**src/rtl/rob_banked_pkg.sv**
```systemverilog
// Shared parameters and entry type for the banked reorder buffer.
// Per-slot exception tracking is added when ROB_EXCEPTION_EN is defined.
package rob_banked_pkg;
    localparam int ROB_SIZE             = 16;
    localparam int DISPATCH_WIDTH       = 2;
    localparam int WB_WIDTH             = 3;
    localparam int PHYS_REGS_ADDR_WIDTH = 6;
    localparam int ARCH_AW              = 5;
    localparam int ROW_AW               = $clog2(ROB_SIZE);
    localparam int BANK_AW              = (DISPATCH_WIDTH > 1) ? $clog2(DISPATCH_WIDTH) : 1;

    typedef logic [ROW_AW:0]               ptr_t;
    typedef logic [ROW_AW-1:0]             row_t;
    typedef logic [BANK_AW-1:0]            bank_t;
    typedef logic [PHYS_REGS_ADDR_WIDTH-1:0] phys_t;
    typedef logic [ARCH_AW-1:0]            arch_t;

    typedef struct packed {
        logic  valid;
        phys_t phys_rd;
        arch_t arch_rd;
        logic  ready;
`ifdef ROB_EXCEPTION_EN
        logic  exc;
`endif
    } rob_entry_t;
endpackage

```
**src/rtl/rob_banked_bank.sv**
```systemverilog
// rob_bank: one column of the reorder buffer (one slot per row). Exception bits
// are stored only when ROB_EXCEPTION_EN is defined.
module rob_bank
    import rob_banked_pkg::*;
(
    input  logic                       clk,
    input  logic                       rst,
    input  logic                       flush,
    input  logic                       disp_we,
    input  row_t                       disp_addr,
    input  phys_t                      disp_phys,
    input  arch_t                      disp_arch,
    input  logic [WB_WIDTH-1:0]        wb_en,
    input  logic [WB_WIDTH*ROW_AW-1:0] wb_addr,
`ifdef ROB_EXCEPTION_EN
    input  logic [WB_WIDTH-1:0]        wb_exc,
`endif
    input  logic                       clr_en,
    input  row_t                       rd_addr,
    output rob_entry_t                 rd_entry
);
    logic [ROB_SIZE-1:0] valid_q, valid_d, ready_q, ready_d;
    phys_t               phys_q [ROB_SIZE];
    arch_t               arch_q [ROB_SIZE];
`ifdef ROB_EXCEPTION_EN
    logic [ROB_SIZE-1:0] exc_q, exc_d;
`endif

    always_comb begin
        // NOTE: every next-state variable gets its hold value first, so no path can infer a latch.
        valid_d = valid_q;
        ready_d = ready_q;
`ifdef ROB_EXCEPTION_EN
        exc_d   = exc_q;
`endif
        // Completions to slots that are not allocated are dropped.
        for (int p = 0; p < WB_WIDTH; p++) begin
            if (wb_en[p] && valid_q[wb_addr[p*ROW_AW +: ROW_AW]]) begin
                ready_d[wb_addr[p*ROW_AW +: ROW_AW]] = 1'b1;
`ifdef ROB_EXCEPTION_EN
                exc_d[wb_addr[p*ROW_AW +: ROW_AW]] = exc_d[wb_addr[p*ROW_AW +: ROW_AW]] | wb_exc[p];
`endif
            end
        end
        if (disp_we) begin
            valid_d[disp_addr] = 1'b1;
            ready_d[disp_addr] = 1'b0;
`ifdef ROB_EXCEPTION_EN
            exc_d[disp_addr]   = 1'b0;
`endif
        end
        if (clr_en) begin
            valid_d[rd_addr] = 1'b0;
            ready_d[rd_addr] = 1'b0;
`ifdef ROB_EXCEPTION_EN
            exc_d[rd_addr]   = 1'b0;
`endif
        end
        if (flush) begin
            valid_d = '0;
            ready_d = '0;
`ifdef ROB_EXCEPTION_EN
            exc_d   = '0;
`endif
        end
    end

    // NOTE: state flops use non-blocking assignments so every flop samples pre-edge values.
    always_ff @(posedge clk) begin
        if (rst) begin
            valid_q <= '0;
            ready_q <= '0;
`ifdef ROB_EXCEPTION_EN
            exc_q   <= '0;
`endif
        end else begin
            valid_q <= valid_d;
            ready_q <= ready_d;
`ifdef ROB_EXCEPTION_EN
            exc_q   <= exc_d;
`endif
        end
    end

    // NOTE: payload storage is deliberately not reset; it is only observed behind a valid bit.
    always_ff @(posedge clk) begin
        if (disp_we) begin
            phys_q[disp_addr] <= disp_phys;
            arch_q[disp_addr] <= disp_arch;
        end
    end

    always_comb begin
        rd_entry         = '0;
        rd_entry.valid   = valid_q[rd_addr];
        rd_entry.ready   = ready_q[rd_addr];
        rd_entry.phys_rd = phys_q[rd_addr];
        rd_entry.arch_rd = arch_q[rd_addr];
`ifdef ROB_EXCEPTION_EN
        rd_entry.exc     = exc_q[rd_addr];
`endif
    end
endmodule

```
**src/rtl/rob_banked.sv**
```systemverilog
// Banked reorder buffer: in-order row allocate/retire with wrap-bit pointers and flush.
// ROB_EXCEPTION_EN adds partial-row commit on exception followed by a full flush.
module rob_banked
    import rob_banked_pkg::*;
(
    input  logic                                     clk,
    input  logic                                     rst,
    input  logic                                     flush,
    input  logic [DISPATCH_WIDTH-1:0]                dispatch_en,
    input  logic [DISPATCH_WIDTH*PHYS_REGS_ADDR_WIDTH-1:0] dispatch_phys_rd,
    input  logic [DISPATCH_WIDTH*ARCH_AW-1:0]        dispatch_arch_rd,
    output logic [ROW_AW-1:0]                        dispatch_rob_addr,
    output logic                                     full,
    output logic                                     empty,
    output logic [ROW_AW:0]                          num_rows,
    input  logic [WB_WIDTH-1:0]                      writeback_en,
    input  logic [WB_WIDTH*ROW_AW-1:0]               writeback_rob_addr,
    input  logic [WB_WIDTH*BANK_AW-1:0]              writeback_bank_addr,
    input  logic [WB_WIDTH-1:0]                      writeback_exc,
    output logic [DISPATCH_WIDTH-1:0]                commit_en,
    output logic [DISPATCH_WIDTH*PHYS_REGS_ADDR_WIDTH-1:0] commit_phys_rd,
    output logic [DISPATCH_WIDTH*ARCH_AW-1:0]        commit_arch_rd
`ifdef ROB_EXCEPTION_EN
    ,
    output logic                                     exception_valid,
    output logic [ROW_AW-1:0]                        exception_rob_addr,
    output logic [BANK_AW-1:0]                       exception_bank_addr
`endif
);
    localparam int PW = PHYS_REGS_ADDR_WIDTH;

    ptr_t alloc_q, alloc_d, commit_q, commit_d;
    logic [DISPATCH_WIDTH-1:0]         commit_en_q, commit_en_d;
    logic [DISPATCH_WIDTH*PW-1:0]      commit_phys_q, commit_phys_d;
    logic [DISPATCH_WIDTH*ARCH_AW-1:0] commit_arch_q, commit_arch_d;
    rob_entry_t                        head [DISPATCH_WIDTH];
    logic [DISPATCH_WIDTH-1:0]         head_valid, head_ready, commit_mask;
    logic commit_ready, dispatch_fire, exc_flush, bank_flush;
`ifdef ROB_EXCEPTION_EN
    logic [DISPATCH_WIDTH-1:0] head_exc;
    logic  exc_hit;
    bank_t exc_bank;
    logic  exc_valid_q, exc_valid_d;
    row_t  exc_row_q, exc_row_d;
    bank_t exc_bank_q, exc_bank_d;
`else
    logic  unused_wb_exc;
    assign unused_wb_exc = ^writeback_exc;
`endif

    assign empty             = (alloc_q == commit_q);
    assign full              = (alloc_q[ROW_AW-1:0] == commit_q[ROW_AW-1:0]) && (alloc_q[ROW_AW] != commit_q[ROW_AW]);
    assign num_rows          = alloc_q - commit_q;
    assign dispatch_rob_addr = alloc_q[ROW_AW-1:0];
    assign dispatch_fire     = (|dispatch_en) && !full && !flush;
    assign bank_flush        = flush || exc_flush;

    for (genvar w = 0; w < DISPATCH_WIDTH; w++) begin : g_bank
        logic [WB_WIDTH-1:0] bank_wb_en;
        for (genvar p = 0; p < WB_WIDTH; p++) begin : g_port
            assign bank_wb_en[p] = writeback_en[p] && (writeback_bank_addr[p*BANK_AW +: BANK_AW] == bank_t'(w));
        end
        rob_bank u_bank (
            .clk       (clk),
            .rst       (rst),
            .flush     (bank_flush),
            .disp_we   (dispatch_fire && dispatch_en[w]),
            .disp_addr (alloc_q[ROW_AW-1:0]),
            .disp_phys (dispatch_phys_rd[w*PW +: PW]),
            .disp_arch (dispatch_arch_rd[w*ARCH_AW +: ARCH_AW]),
            .wb_en     (bank_wb_en),
            .wb_addr   (writeback_rob_addr),
`ifdef ROB_EXCEPTION_EN
            .wb_exc    (writeback_exc),
`endif
            .clr_en    (commit_ready && !flush),
            .rd_addr   (commit_q[ROW_AW-1:0]),
            .rd_entry  (head[w])
        );
        assign head_valid[w] = head[w].valid;
        assign head_ready[w] = head[w].ready;
`ifdef ROB_EXCEPTION_EN
        assign head_exc[w]   = head[w].exc;
`endif
    end

    always_comb begin
        commit_ready = (|head_valid) && ((head_valid & ~head_ready) == '0);
        commit_mask  = head_valid;
        exc_flush    = 1'b0;
`ifdef ROB_EXCEPTION_EN
        exc_hit  = 1'b0;
        exc_bank = '0;
        // Descending scan so the lowest excepting bank wins.
        for (int w = DISPATCH_WIDTH - 1; w >= 0; w--) begin
            if (head_valid[w] && head_exc[w]) begin
                exc_hit  = 1'b1;
                exc_bank = bank_t'(w);
            end
        end
        if (exc_hit) begin
            for (int w = 0; w < DISPATCH_WIDTH; w++) begin
                if (w >= int'(exc_bank)) commit_mask[w] = 1'b0;
            end
        end
        exc_flush   = commit_ready && exc_hit && !flush;
        exc_valid_d = exc_flush;
        exc_row_d   = exc_flush ? commit_q[ROW_AW-1:0] : exc_row_q;
        exc_bank_d  = exc_flush ? exc_bank : exc_bank_q;
`endif
    end

    always_comb begin
        alloc_d       = alloc_q;
        commit_d      = commit_q;
        commit_en_d   = '0;
        commit_phys_d = commit_phys_q;
        commit_arch_d = commit_arch_q;
        if (!flush) begin
            if (dispatch_fire) alloc_d = alloc_q + ptr_t'(1);
            if (commit_ready) begin
                commit_en_d = commit_mask;
                commit_d    = commit_q + ptr_t'(1);
                for (int w = 0; w < DISPATCH_WIDTH; w++) begin
                    commit_phys_d[w*PW +: PW]           = head[w].phys_rd;
                    commit_arch_d[w*ARCH_AW +: ARCH_AW] = head[w].arch_rd;
                end
            end
        end
        if (bank_flush) begin
            alloc_d  = '0;
            commit_d = '0;
        end
    end

    always_ff @(posedge clk) begin
        if (rst) begin
            alloc_q       <= '0;
            commit_q      <= '0;
            commit_en_q   <= '0;
            commit_phys_q <= '0;
            commit_arch_q <= '0;
`ifdef ROB_EXCEPTION_EN
            exc_valid_q   <= 1'b0;
            exc_row_q     <= '0;
            exc_bank_q    <= '0;
`endif
        end else begin
            alloc_q       <= alloc_d;
            commit_q      <= commit_d;
            commit_en_q   <= commit_en_d;
            commit_phys_q <= commit_phys_d;
            commit_arch_q <= commit_arch_d;
`ifdef ROB_EXCEPTION_EN
            exc_valid_q   <= exc_valid_d;
            exc_row_q     <= exc_row_d;
            exc_bank_q    <= exc_bank_d;
`endif
        end
    end

    assign commit_en      = commit_en_q;
    assign commit_phys_rd = commit_phys_q;
    assign commit_arch_rd = commit_arch_q;
`ifdef ROB_EXCEPTION_EN
    assign exception_valid     = exc_valid_q;
    assign exception_rob_addr  = exc_row_q;
    assign exception_bank_addr = exc_bank_q;
`endif
endmodule

```
**config.mk**
```make
export PLATFORM = sky130hd
export DESIGN_NAME = rob_banked
export DESIGN_NICKNAME = d
export VERILOG_FILES = /design/src/rtl/rob_banked_pkg.sv /design/src/rtl/rob_banked_bank.sv /design/src/rtl/rob_banked.sv
export SDC_FILE = /design/constraint.sdc
export NUM_CORES = 1
export LEC_CHECK = 0
export CAP_MARGIN = 20
export CORE_MARGIN = 1
export CORE_UTILIZATION = 55
export DETAILED_ROUTE_END_ITERATION = 12
export PLACE_DENSITY = 0.76
export SETUP_SLACK_MARGIN = 0.02
export SYNTH_ARGS = -nofsm -noshare
export SYNTH_HDL_FRONTEND = slang
export SYNTH_SLANG_ARGS = --single-unit
```
**constraint.sdc**
```tcl
create_clock -name clk -period 3.6 [get_ports clk]
set_input_delay 0.72 -clock clk [delete_from_list [all_inputs] [get_ports clk]]
set_output_delay 0.72 -clock clk [all_outputs]
set_load 0.01 [all_outputs]
```
==> reports/results.ini <==
[outcome]
outcome = complete, no violations

[critical_path]
cp.depth = 6
critPathTopFamily = buffers and inverters
worst_path_max_delay_cell = clkdlybuf4s50_1
crit_type = reg -> out
startpoint_type = register
crit_chain = inv_1 > ha_1 > a21o_1 > a21oi_1 > xnor2_1 > clkdlybuf4s50_1
cp-end-kind = primary output
path_max_fanout = 17
crit_arrival_ns = 2.71
critPathRequiredTime_ns = 2.88
max_stage_delay_ns = 0.59
critical_path_buf_inv_count = 2
worstRegToRegCells = 7

[timing]
fin_crit_sh_pct = 95.3
hold_viol = 0
finalClockSkew_ns = 0.0113
tightest_slew_ns = 1.04
whs_ns = 0.477
rsz0062_at_grt = false
fmax_mhz = 292
fin_ws_ns = 0.170
slew_headroom_pct = 30.5
slew_viol_final = 0
setup_viol = 0
fin_crit_ns = 3.43

[floorplanning]
die_y_microns = 188
start_util_pct = 56.4
core_area_sq_um = 33800
io_pins = 83
dieArea_sq_um = 35400
die_x_microns = 188
rows = 67

[place]
gp_congestion = 0.978
io_buffers = 79
dpl_worst_slack_ns = 0.506
place_hpwl_mm = 31.3
place_area_sq_um = 20600
numPlacedInstances = 1675

[clocking]
cts.clk_slew.worst_paths_ns = 0.06
cts_sinks = 450
cts_max_level = 2
cts_tree = done
cts-root-buf = clkbuf_16
cts_made_buffers = 44
clk_latency_ns = 0.55
clockBufferDepth = 3

[synth]
syn_area_per_cell_sq_um = 16.4
synth_seq_cells = 450
netlist-cell-type-count = 55
synth_warnings = 0
synth-edff-count = 352
synth_ff_type = edfxtp_1
synth_cells = 1164
synthArstFlopShare_pct = 0
yosysTopAreaCell = edfxtp_1
synth_top_area_share_pct = 55.4
ys_top_cells_by_area = edfxtp_1 (55%), mux4_2 (17%), dfxtp_1 (10%)
synth_fp_nets = 1225
ys_seq_area_share_pct = 65.7
syn_area_sq_um = 19100

[power_and_ir_drop]
peakVddDrop_v = 0.000298
cellLeakagePower_nw = 6.91
p_per_area_nw_per_um2 = 486

[grt]
grt_pass1_wl_mm = 78.2
track_usage_pct = 30.3
grt_start_max_net_pins = 84
antenna_found_initial = 1
grt.overflow.total = 0
grt_pass1_vias = 12271

[layout]
drive_gt1_share_pct = 23.5
fin_nets = 1335
fin_cells = 1759
utilization_pct = 65.5
area_growth_pct = 16.0
final_cell_area_sq_um = 22100

[route]
route.detailed.drc = 0
routedWlPerCell_microns = 30.1
dr.pass1.iters = 6
wl_mm = 52.9
drtAntennaViolNets = 0
via_per_inst = 6.87
drt-initial-drc-count = 1652
vias = 12085

[hold_path]
hold_depth = 2
min_path_type = reg -> reg

[run]
drv_cap = 0

## power by group
part	switching, mW	internal (mW)	total, mW
registers	0.0107	5.61	5.62
clock network	1.97	2.75	4.72
logic	0.252	0.148	0.400
## through the flow
step | TNS, ns | total power, mW
CTS | 0 | 10.8
detailed placement | 0 | 6.12
global route | 0 | 11.0
floorplan | -0.0216 | 5.91
finish | 0 | 10.7
global placement | 0 | 6.11
## area by class of cell
type | count | area [sq um]
repair buffers | 154 | 1390
flip-flops and latches | 450 | 12500
clock inverters | 25 | 269
multi-input cells | 611 | 6100
inverters | 13 | 48.8
diodes | 1 | 2.50
fillers | 2231 | 11700
well taps | 448 | 561
clock buffers | 57 | 1210
## registers in the layout, summed over array words and instances (netlist names)
register               count
g_bank.u_bank.phys_q     192
commit_phys_rd            12
commit_en                  2
alloc_q                    5
commit_arch_rd            10
commit_q                   5
g_bank.u_bank.valid_q     32
g_bank.u_bank.ready_q     32
g_bank.u_bank.arch_q     160
## routing by layer
layer | part of all wire, % | up-vias | routed length [microns] | track usage, %
met5 | 0 | - | 0 | 0
met4 | 4.2 | 0 | 2230 | 12.9
li1 | - | 5009 | - | -
met1 | 37 | 6060 | 19600 | 40.3
met2 | 48 | 854 | 25600 | 48.8
met3 | 10 | 162 | 5470 | 6.56
## worst min-delay path, delay by kind of cell, from the launching register on
kind           cells  cell delay (ns)
AO/OA/AOI/OAI      2             0.12
flip-flops         1             0.31
## cells in the final DEF, fill, tap and decap left out, types with 6 or more instances in the layout
master,n
and3_1,6
ha_1,12
a31oi_1,56
clkbuf_16,45
inv_1,12
nand3_1,31
nand2_1,42
mux4_2,144
edfxtp_1,352
clkinv_2,13
clkbuf_1,8
xnor2_1,6
a21oi_1,32
nand4_1,6
buf_4,72
clkdlybuf4s50_1,79
o21ai_0,85
nor2b_1,13
o211ai_1,6
a311oi_1,28
nor2_1,52
dfxtp_1,94
o221ai_1,20
## path summary, 6_finish.rpt
| check | from | end | slack (ns) |
|---|---|---|---|
| worst max-delay path | commit_q[1]$_SDFFE_PP0P_ | num_rows[3] | 0.17 |
| worst max register to register | commit_q[1]$_SDFFE_PP0P_ | g_bank[0].u_bank.arch_q[9][2]$_DFFE_PP_ | 0.59 |
| worst min-delay path | commit_arch_rd[3]$_SDFFE_PP0P_ | commit_arch_rd[3]$_SDFFE_PP0P_ | 0.48 |
| worst min register to register | commit_arch_rd[3]$_SDFFE_PP0P_ | commit_arch_rd[3]$_SDFFE_PP0P_ | 0.48 |
## logic make-up (layout without fill, tap and decap cells)
| logic type | Yosys count | after routing | synth area share [%] |
|---|---|---|---|
| other cells | 0 | 1 | 0 |
| fa+ha+maj | 13 | 13 | 0.892 |
| flops | 450 | 450 | 65.7 |
| simple gates | 188 | 188 | 4.92 |
| xor+xnor | 9 | 9 | 0.413 |
| buf+inv | 103 | 249 | 2.40 |
| mux | 147 | 147 | 17.2 |
| compound gates | 254 | 254 | 8.41 |
## synth_stat cells (15+ instances only)
cell        n
edfxtp_1  352
mux4_2    144
dfxtp_1    98
o21ai_0    87
clkbuf_1   58
a31oi_1    56
nor2_1     53
nand2_1    42
a21oi_1    34
nand3_1    31
a311oi_1   28
o221ai_1   20
buf_2      15
## timing repair
item	CTS	global route
gates resized for setup	0	1
hold buffers	0	0
endpoints found under the setup margin	1	1
setup buffers	1	0
No activity file was read; power rests on OpenSTA's default activity.
